`src/rtl/mult_arb_pkg.sv`:
```
// Shared definitions for the multiplier arbiter: arbiter FSM states and the
// fixed widths of the multiplier datapath and the completion counter.
package mult_arb_pkg;

  localparam int MAX_REQ = 8;   // largest supported requester count
  localparam int DATA_W  = 64;  // operand and product width
  localparam int CNT_W   = 32;  // completed-operation counter width

  typedef enum logic [1:0] {
    IDLE,
    ISSUE,
    BUSY,
    DRAIN
  } arb_state_t;

endpackage

```
`src/rtl/mult.sv`:
```
// Iterative shift-add multiplier, one multiplier bit per cycle.
// A start pulse loads the operands; DATA_W cycles later o_done rises and
// stays high for two cycles, then falls on its own. o_product holds the low
// DATA_W bits of the product until the next start.
// Ports:
//   clock, reset         rising-edge clock, synchronous active-high reset
//   i_start              load operands and begin a multiply
//   i_mcand, i_mplier    operands
//   o_product            low DATA_W bits of i_mcand * i_mplier
//   o_done               completion level
module mult
  import mult_arb_pkg::*;
(
  input  logic              clock,
  input  logic              reset,
  input  logic              i_start,
  input  logic [DATA_W-1:0] i_mcand,
  input  logic [DATA_W-1:0] i_mplier,
  output logic [DATA_W-1:0] o_product,
  output logic              o_done
);

  localparam int STEP_W = $clog2(DATA_W) + 1;

  logic [DATA_W-1:0] r_a;
  logic [DATA_W-1:0] r_b;
  logic [DATA_W-1:0] r_acc;
  logic [STEP_W-1:0] r_steps;
  logic              r_done;
  logic              r_hold;

  // NOTE: sequential state uses non-blocking assignments only, so every
  // register samples pre-edge values regardless of statement order.
  always_ff @(posedge clock) begin
    if (reset) begin
      r_a     <= '0;
      r_b     <= '0;
      r_acc   <= '0;
      r_steps <= '0;
      r_done  <= 1'b0;
      r_hold  <= 1'b0;
    end else if (i_start) begin
      r_a     <= i_mcand;
      r_b     <= i_mplier;
      r_acc   <= '0;
      r_steps <= STEP_W'(DATA_W);
      r_done  <= 1'b0;
      r_hold  <= 1'b0;
    end else if (r_steps != '0) begin
      if (r_b[0]) r_acc <= r_acc + r_a;
      r_a     <= r_a << 1;
      r_b     <= r_b >> 1;
      r_steps <= r_steps - 1'b1;
      if (r_steps == STEP_W'(1)) begin
        r_done <= 1'b1;
        r_hold <= 1'b1;
      end
    end else if (r_hold) begin
      r_hold <= 1'b0;
    end else begin
      r_done <= 1'b0;
    end
  end

  assign o_product = r_acc;
  assign o_done    = r_done;

endmodule

```
`src/rtl/mult_arbiter_rr_pick.sv`:
```
// Round-robin picker (combinational).
// Finds the first asserted request at or after i_rr_ptr, wrapping circularly.
// Ports:
//   i_req     requester valid bits
//   i_rr_ptr  highest-priority index for this pick
//   o_winner  index of the chosen requester (valid when o_found)
//   o_found   at least one request is asserted
module rr_pick #(
  parameter  int NUM_REQ = 4,
  localparam int ID_W    = $clog2(NUM_REQ)
) (
  input  logic [NUM_REQ-1:0] i_req,
  input  logic [ID_W-1:0]    i_rr_ptr,
  output logic [ID_W-1:0]    o_winner,
  output logic               o_found
);

  logic [2*NUM_REQ-1:0] w_dbl;
  logic [NUM_REQ-1:0]   w_rot;
  logic [ID_W-1:0]      w_off;
  logic [ID_W:0]        w_sum;

  // Rotate so that bit 0 of w_rot is the request at i_rr_ptr; the lowest set
  // bit of w_rot is then the winner's distance from the pointer.
  assign w_dbl = {i_req, i_req};
  assign w_rot = w_dbl[i_rr_ptr +: NUM_REQ];

  // NOTE: every variable written here gets a default first so no path leaves
  // it unassigned, which would otherwise infer a latch.
  always_comb begin
    w_off   = '0;
    o_found = |w_rot;
    for (int k = NUM_REQ - 1; k >= 0; k--) begin
      if (w_rot[k]) w_off = ID_W'(k);
    end
    w_sum    = {1'b0, i_rr_ptr} + {1'b0, w_off};
    o_winner = (w_sum >= (ID_W+1)'(NUM_REQ)) ? ID_W'(w_sum - (ID_W+1)'(NUM_REQ))
                                             : w_sum[ID_W-1:0];
  end

endmodule

```
`src/rtl/mult_arbiter.sv`:
```
// Shares one iterative multiplier among NUM_REQ requesters with round-robin
// arbitration and a single multiply in flight.
// Ports:
//   clock, reset   rising-edge clock, synchronous active-high reset
//   req            per-requester valid, held until the matching gnt
//   mcand, mplier  packed operands, 64-bit slice i belongs to requester i
//   gnt            one-hot 1-cycle pulse: requester's operands were captured
//   resp_valid     one-hot 1-cycle pulse: resp_product belongs to that requester
//   resp_product   low 64 bits of the product, held until the next resp_valid
//   busy           high whenever the arbiter is not idle
//   op_count       completed multiplies since reset, wrapping
module mult_arbiter
  import mult_arb_pkg::*;
#(
  parameter  int NUM_REQ = 4,
  localparam int ID_W    = $clog2(NUM_REQ)
) (
  input  logic                      clock,
  input  logic                      reset,
  input  logic [NUM_REQ-1:0]        req,
  input  logic [NUM_REQ*DATA_W-1:0] mcand,
  input  logic [NUM_REQ*DATA_W-1:0] mplier,
  output logic [NUM_REQ-1:0]        gnt,
  output logic [NUM_REQ-1:0]        resp_valid,
  output logic [DATA_W-1:0]         resp_product,
  output logic                      busy,
  output logic [CNT_W-1:0]          op_count
);

  if (NUM_REQ < 2 || NUM_REQ > MAX_REQ) begin : g_bad_num_req
    $error("mult_arbiter: NUM_REQ must be in 2..MAX_REQ");
  end

  arb_state_t        r_state;
  arb_state_t        w_state_nxt;
  logic [ID_W-1:0]   r_id;
  logic [ID_W-1:0]   r_rr_ptr;
  logic [DATA_W-1:0] r_mcand;
  logic [DATA_W-1:0] r_mplier;
  logic [NUM_REQ-1:0] r_gnt;
  logic [NUM_REQ-1:0] r_resp_valid;
  logic [DATA_W-1:0] r_resp_product;
  logic              r_busy;
  logic [CNT_W-1:0]  r_op_count;

  logic [ID_W-1:0]   w_winner;
  logic              w_found;
  logic              w_take;
  logic              w_finish;
  logic              w_mult_start;
  logic [DATA_W-1:0] w_mult_product;
  logic              w_mult_done;

  rr_pick #(.NUM_REQ(NUM_REQ)) u_rr_pick (
    .i_req    (req),
    .i_rr_ptr (r_rr_ptr),
    .o_winner (w_winner),
    .o_found  (w_found)
  );

  mult u_mult (
    .clock     (clock),
    .reset     (reset),
    .i_start   (w_mult_start),
    .i_mcand   (r_mcand),
    .i_mplier  (r_mplier),
    .o_product (w_mult_product),
    .o_done    (w_mult_done)
  );

  always_ff @(posedge clock) begin
    if (reset) r_state <= IDLE;
    else       r_state <= w_state_nxt;
  end

  // mult_done is a level: in ISSUE it may still be high from the previous
  // multiply and is ignored; DRAIN waits for it to fall so the next operation
  // cannot mistake the old level for its own completion.
  always_comb begin
    w_state_nxt  = r_state;
    w_take       = 1'b0;
    w_finish     = 1'b0;
    w_mult_start = 1'b0;
    case (r_state)
      IDLE: begin
        if (w_found) begin
          w_take      = 1'b1;
          w_state_nxt = ISSUE;
        end
      end
      ISSUE: begin
        w_mult_start = 1'b1;
        w_state_nxt  = BUSY;
      end
      BUSY: begin
        if (w_mult_done) begin
          w_finish    = 1'b1;
          w_state_nxt = DRAIN;
        end
      end
      DRAIN: begin
        if (!w_mult_done) w_state_nxt = IDLE;
      end
      default: w_state_nxt = IDLE;
    endcase
  end

  always_ff @(posedge clock) begin
    if (reset) begin
      r_id           <= '0;
      r_rr_ptr       <= '0;
      r_mcand        <= '0;
      r_mplier       <= '0;
      r_gnt          <= '0;
      r_resp_valid   <= '0;
      r_resp_product <= '0;
      r_busy         <= 1'b0;
      r_op_count     <= '0;
    end else begin
      r_gnt        <= '0;
      r_resp_valid <= '0;
      r_busy       <= (w_state_nxt != IDLE);
      if (w_take) begin
        r_id            <= w_winner;
        r_mcand         <= mcand[w_winner*DATA_W +: DATA_W];
        r_mplier        <= mplier[w_winner*DATA_W +: DATA_W];
        r_gnt[w_winner] <= 1'b1;
      end
      if (w_finish) begin
        r_resp_product     <= w_mult_product;
        r_resp_valid[r_id] <= 1'b1;
        r_op_count         <= r_op_count + 1'b1;
        r_rr_ptr           <= (r_id == ID_W'(NUM_REQ - 1)) ? '0 : r_id + 1'b1;
      end
    end
  end

  assign gnt          = r_gnt;
  assign resp_valid   = r_resp_valid;
  assign resp_product = r_resp_product;
  assign busy         = r_busy;
  assign op_count     = r_op_count;

endmodule

```
`config.mk`:
```
export PLATFORM = sky130hd
export DESIGN_NAME = mult_arbiter
export DESIGN_NICKNAME = d
export VERILOG_FILES = /design/src/rtl/mult_arb_pkg.sv /design/src/rtl/mult.sv /design/src/rtl/mult_arbiter_rr_pick.sv /design/src/rtl/mult_arbiter.sv
export SDC_FILE = /design/constraint.sdc
export NUM_CORES = 1
export LEC_CHECK = 0
export ABC_AREA = 1
export BUFFER_PORTS_ARGS = -buffer_cell sky130_fd_sc_hd__buf_2
export CORE_AREA = 2 2 244 246
export CTS_CLUSTER_DIAMETER = 40
export DETAILED_ROUTE_END_ITERATION = 10
export DIE_AREA = 0 0 246 248
export PLACE_DENSITY = 0.71
export SYNTH_ARGS = -nofsm -noshare
export SYNTH_HDL_FRONTEND = slang
export SYNTH_SLANG_ARGS = --single-unit
export TNS_END_PERCENT = 100
```
`constraint.sdc`:
```
create_clock -name clock -period 4.1 [get_ports clock]
set_input_delay 1.23 -clock clock [delete_from_list [all_inputs] [get_ports clock]]
set_output_delay 1.23 -clock clock [all_outputs]
set_load 0.005 [all_outputs]
```
==> impl_metrics.ini <==
[run_status]
status = finished, final reports clean

[global_route]
track_usage_pct = 32.1
antenna_found_initial = 20
grt_max_degree = 142
grt_pass1_wl_um = 152000
grt_pass1_vias = 27300
grt-ovfl-total = 0

[clock_tree]
clk_path_buf_depth = 3
cts_buffers = 75
clk_pin_slew_ns = 0.05
cts.sink_count = 440
ctsHoldBuffers = 0
clock_insertion_delay_worst_skew_ns = 0.62
htreeDepth = 3
cts_tree = built
postCtsSetupBuffers = 0
cts_resized = 0
cts-root-buf = clkbuf_16

[die]
fp.dieH_um = 248
num_rows = 89
initial_core_util_pct = 46.5
num_io_pins = 623
die_w_um = 246
core-area_mm2 = 0.0585
die_area_mm2 = 0.0610

[setup_path]
slowest_stage = a21boi_0
start_kind = input port
worstPathMaxFanout = 55
critPathRequiredTime_ns = 4.59
path_delay_family = simple AND/OR/NAND/NOR gates
arrival_ns = 3.69
crit_type = input port to flop
worst_setup_path_end_kind = flop
critPathMaxStageDelay_ns = 0.28
path_buf_inv = 5
cp_cell_sequence = buf_2 > nand2_1 > and2_1 > nand2_1 > o21ai_1 > inv_1 > nand2_1 > a21boi_0 > ha_4 > xor2_1 > inv_1 > nand4_4 > nand2_2 > inv_4 > buf_12 > nor2_1 > nor2_1 > nor2_1

[sta]
worst_pin_slew_ns = 0.867
hold_viol = 0
fin_worst_skew_ns = 0.0274
max_freq_mhz = 313
rsz0062_at_grt = no
setup_viol_count_final = 0
fin_tns_setup_ns = 0
post-route-period-util_pct = 77.9
slew-limit-headroom_pct = 42.2
fin_crit_ns = 3.20
slew_viol_final = 0

[synth]
synthCells = 4397
ys_seq_elements = 440
synth_area_leaders = dfxtp_1, nand2_1, nor2_1, inv_1, mux2i_1
ys_types = 45
syn_area_per_cell_um2 = 6.18
ys.flop_type = dfxtp_1
synth-edff-count = 0
yosysMostFrequentCell = nand2_1
syn_area_mm2 = 0.0272
seq_area_frac_synth_pct = 32.4
synth_warnings = 0
netlist.area_leader.share_pct = 32.4
synthTopCellsByCount = nand2_1, nor2_1, inv_1
syn_nets = 4988
synthArstFlopShare_pct = 0
yosysTopAreaCell = dfxtp_1

[power_and_ir_drop]
netSwitchingFraction_pct = 37.4
power.share.clock_pct = 35.7
powerDensity_mw_per_mm2 = 533
seq_power_share_pct = 32.8
leakagePower_nw = 17.5
p_comb_share_pct = 31.5
power_switching_mw = 6.72
peakVddDrop_mv = 0.316
internal-power_mw = 11.2
finalPower_mw = 18.0

[detailed_routing]
viasPerCell = 5.15
initialDrtViolationCount = 2343
ant_nets = 0
vias = 29700
totalWireLength_um = 101000
drc = 0
drt_pre_antenna_iters = 6
wl_per_cell_um = 17.4

[layout]
syn2layout_area_growth_pct = 24.0
final_nets = 5527
fin_util_pct = 57.7
drive_gt1_share_pct = 17.0

[flow_run]
cap_violations = 0

[place]
portBuffers = 622
dpl.hpwl_um = 78200
gp_congestion = 0.960

[min_path]
holdCritPathClass = flop to flop
[power groups by stage]
stage	Combinational, mW	Clock, mW	Sequential [mW]
final	5.67	6.42	5.88
after CTS	5.61	6.50	5.85
after global placement	5.51	0	5.91
after floorplan	4.10	0	5.61
after global routing	6.40	6.71	5.96
after detailed placement	5.58	0	5.92
[flip-flops by register name (all words and copies together) (netlist names), 4 cells and up]
name	cells
resp_product	64
u_mult.r_steps	7
resp_valid	4
r_mcand	64
u_mult.o_product	64
op_count	32
gnt	4
r_mplier	64
u_mult.r_b	64
u_mult.r_a	64
[final timing paths]
path | slack [ns] | startpoint | cells past startpoint | to
max reg2reg | 1.02 | r_rr_ptr[0]$_SDFFE_PP0P_ | 16 | r_mcand[17]$_SDFFE_PP0P_
min | 0.45 | r_mcand[0]$_SDFFE_PP0P_ | 2 | u_mult.r_a[0]$_SDFFE_PP0P_
max | 0.90 | req[0] | 18 | r_mcand[17]$_SDFFE_PP0P_
min reg2reg | 0.45 | r_mcand[0]$_SDFFE_PP0P_ | 2 | u_mult.r_a[0]$_SDFFE_PP0P_
[worst reg2reg max path: cells and delay by family (launching register included)]
family | cells | cell delay (ns)
buffers and inverters | 4 | 0.65
AO/OA/AOI/OAI | 2 | 0.44
XOR/XNOR | 1 | 0.28
adder cells (fa/ha/maj) | 1 | 0.18
AND/OR/NAND/NOR | 8 | 0.89
flip-flops | 1 | 0.51
[layout make-up]
cell class	count	area, um2
Fill cell	6030	24700
Multi-Input combinational cell	3209	15500
Sequential cell	440	8810
Timing Repair Buffer	695	3860
Clock buffer	92	2050
Inverter	515	1950
Tap cell	773	967
Clock inverter	44	549
Antenna cell	14	35.0
[cell families (layout without fill, tap and decap cells)]
family | Yosys count | after routing | share of synthesized area (%)
fa+ha+maj | 73 | 73 | 3.39
simple gates | 2370 | 2370 | 34.4
compound gates | 588 | 588 | 12.7
buf+inv | 748 | 1346 | 10.8
other cells | 0 | 14 | 0
xor+xnor | 35 | 35 | 1.13
flops | 440 | 440 | 32.4
mux | 143 | 143 | 5.26
[routing by layer]
layer,track usage (%),share of wire [%],wire (um)
met5,0,0.013,13
met4,13.8,4.0,4050
met3,4.16,6.5,6540
met2,51.6,45,45100
met1,43.2,45,45100
[through the flow]
stage                     hold WS [ns]  cell area [um2]  setup slack [ns]  cells
final                            0.452            33700             0.904   5782
after global routing             0.458            33700             0.690   5777
after CTS                        0.449            33700             0.919   5768
after detailed placement         0.448            31100             0.290   5632
after global placement           0.438            31100             0.359   5632
after floorplan                  0.426            27200             0.720   4397
[cells in the final DEF, fill, tap and decap left out, types with 49 or more instances in the layout]
cell type  Yosys  final
dfxtp_1      440    440
nand2_1     1424   1423
clkbuf_16      0     76
mux2i_1      143    143
a21oi_1      184    184
nor2_1       643    642
buf_4          1     58
nor3_1        49     49
a311oi_1     111    111
buf_2         63    621
ha_1          72     71
inv_1        505    504
nand3_1      214    214
o21ai_0      242    242
(Power assumes the default switching activity.)
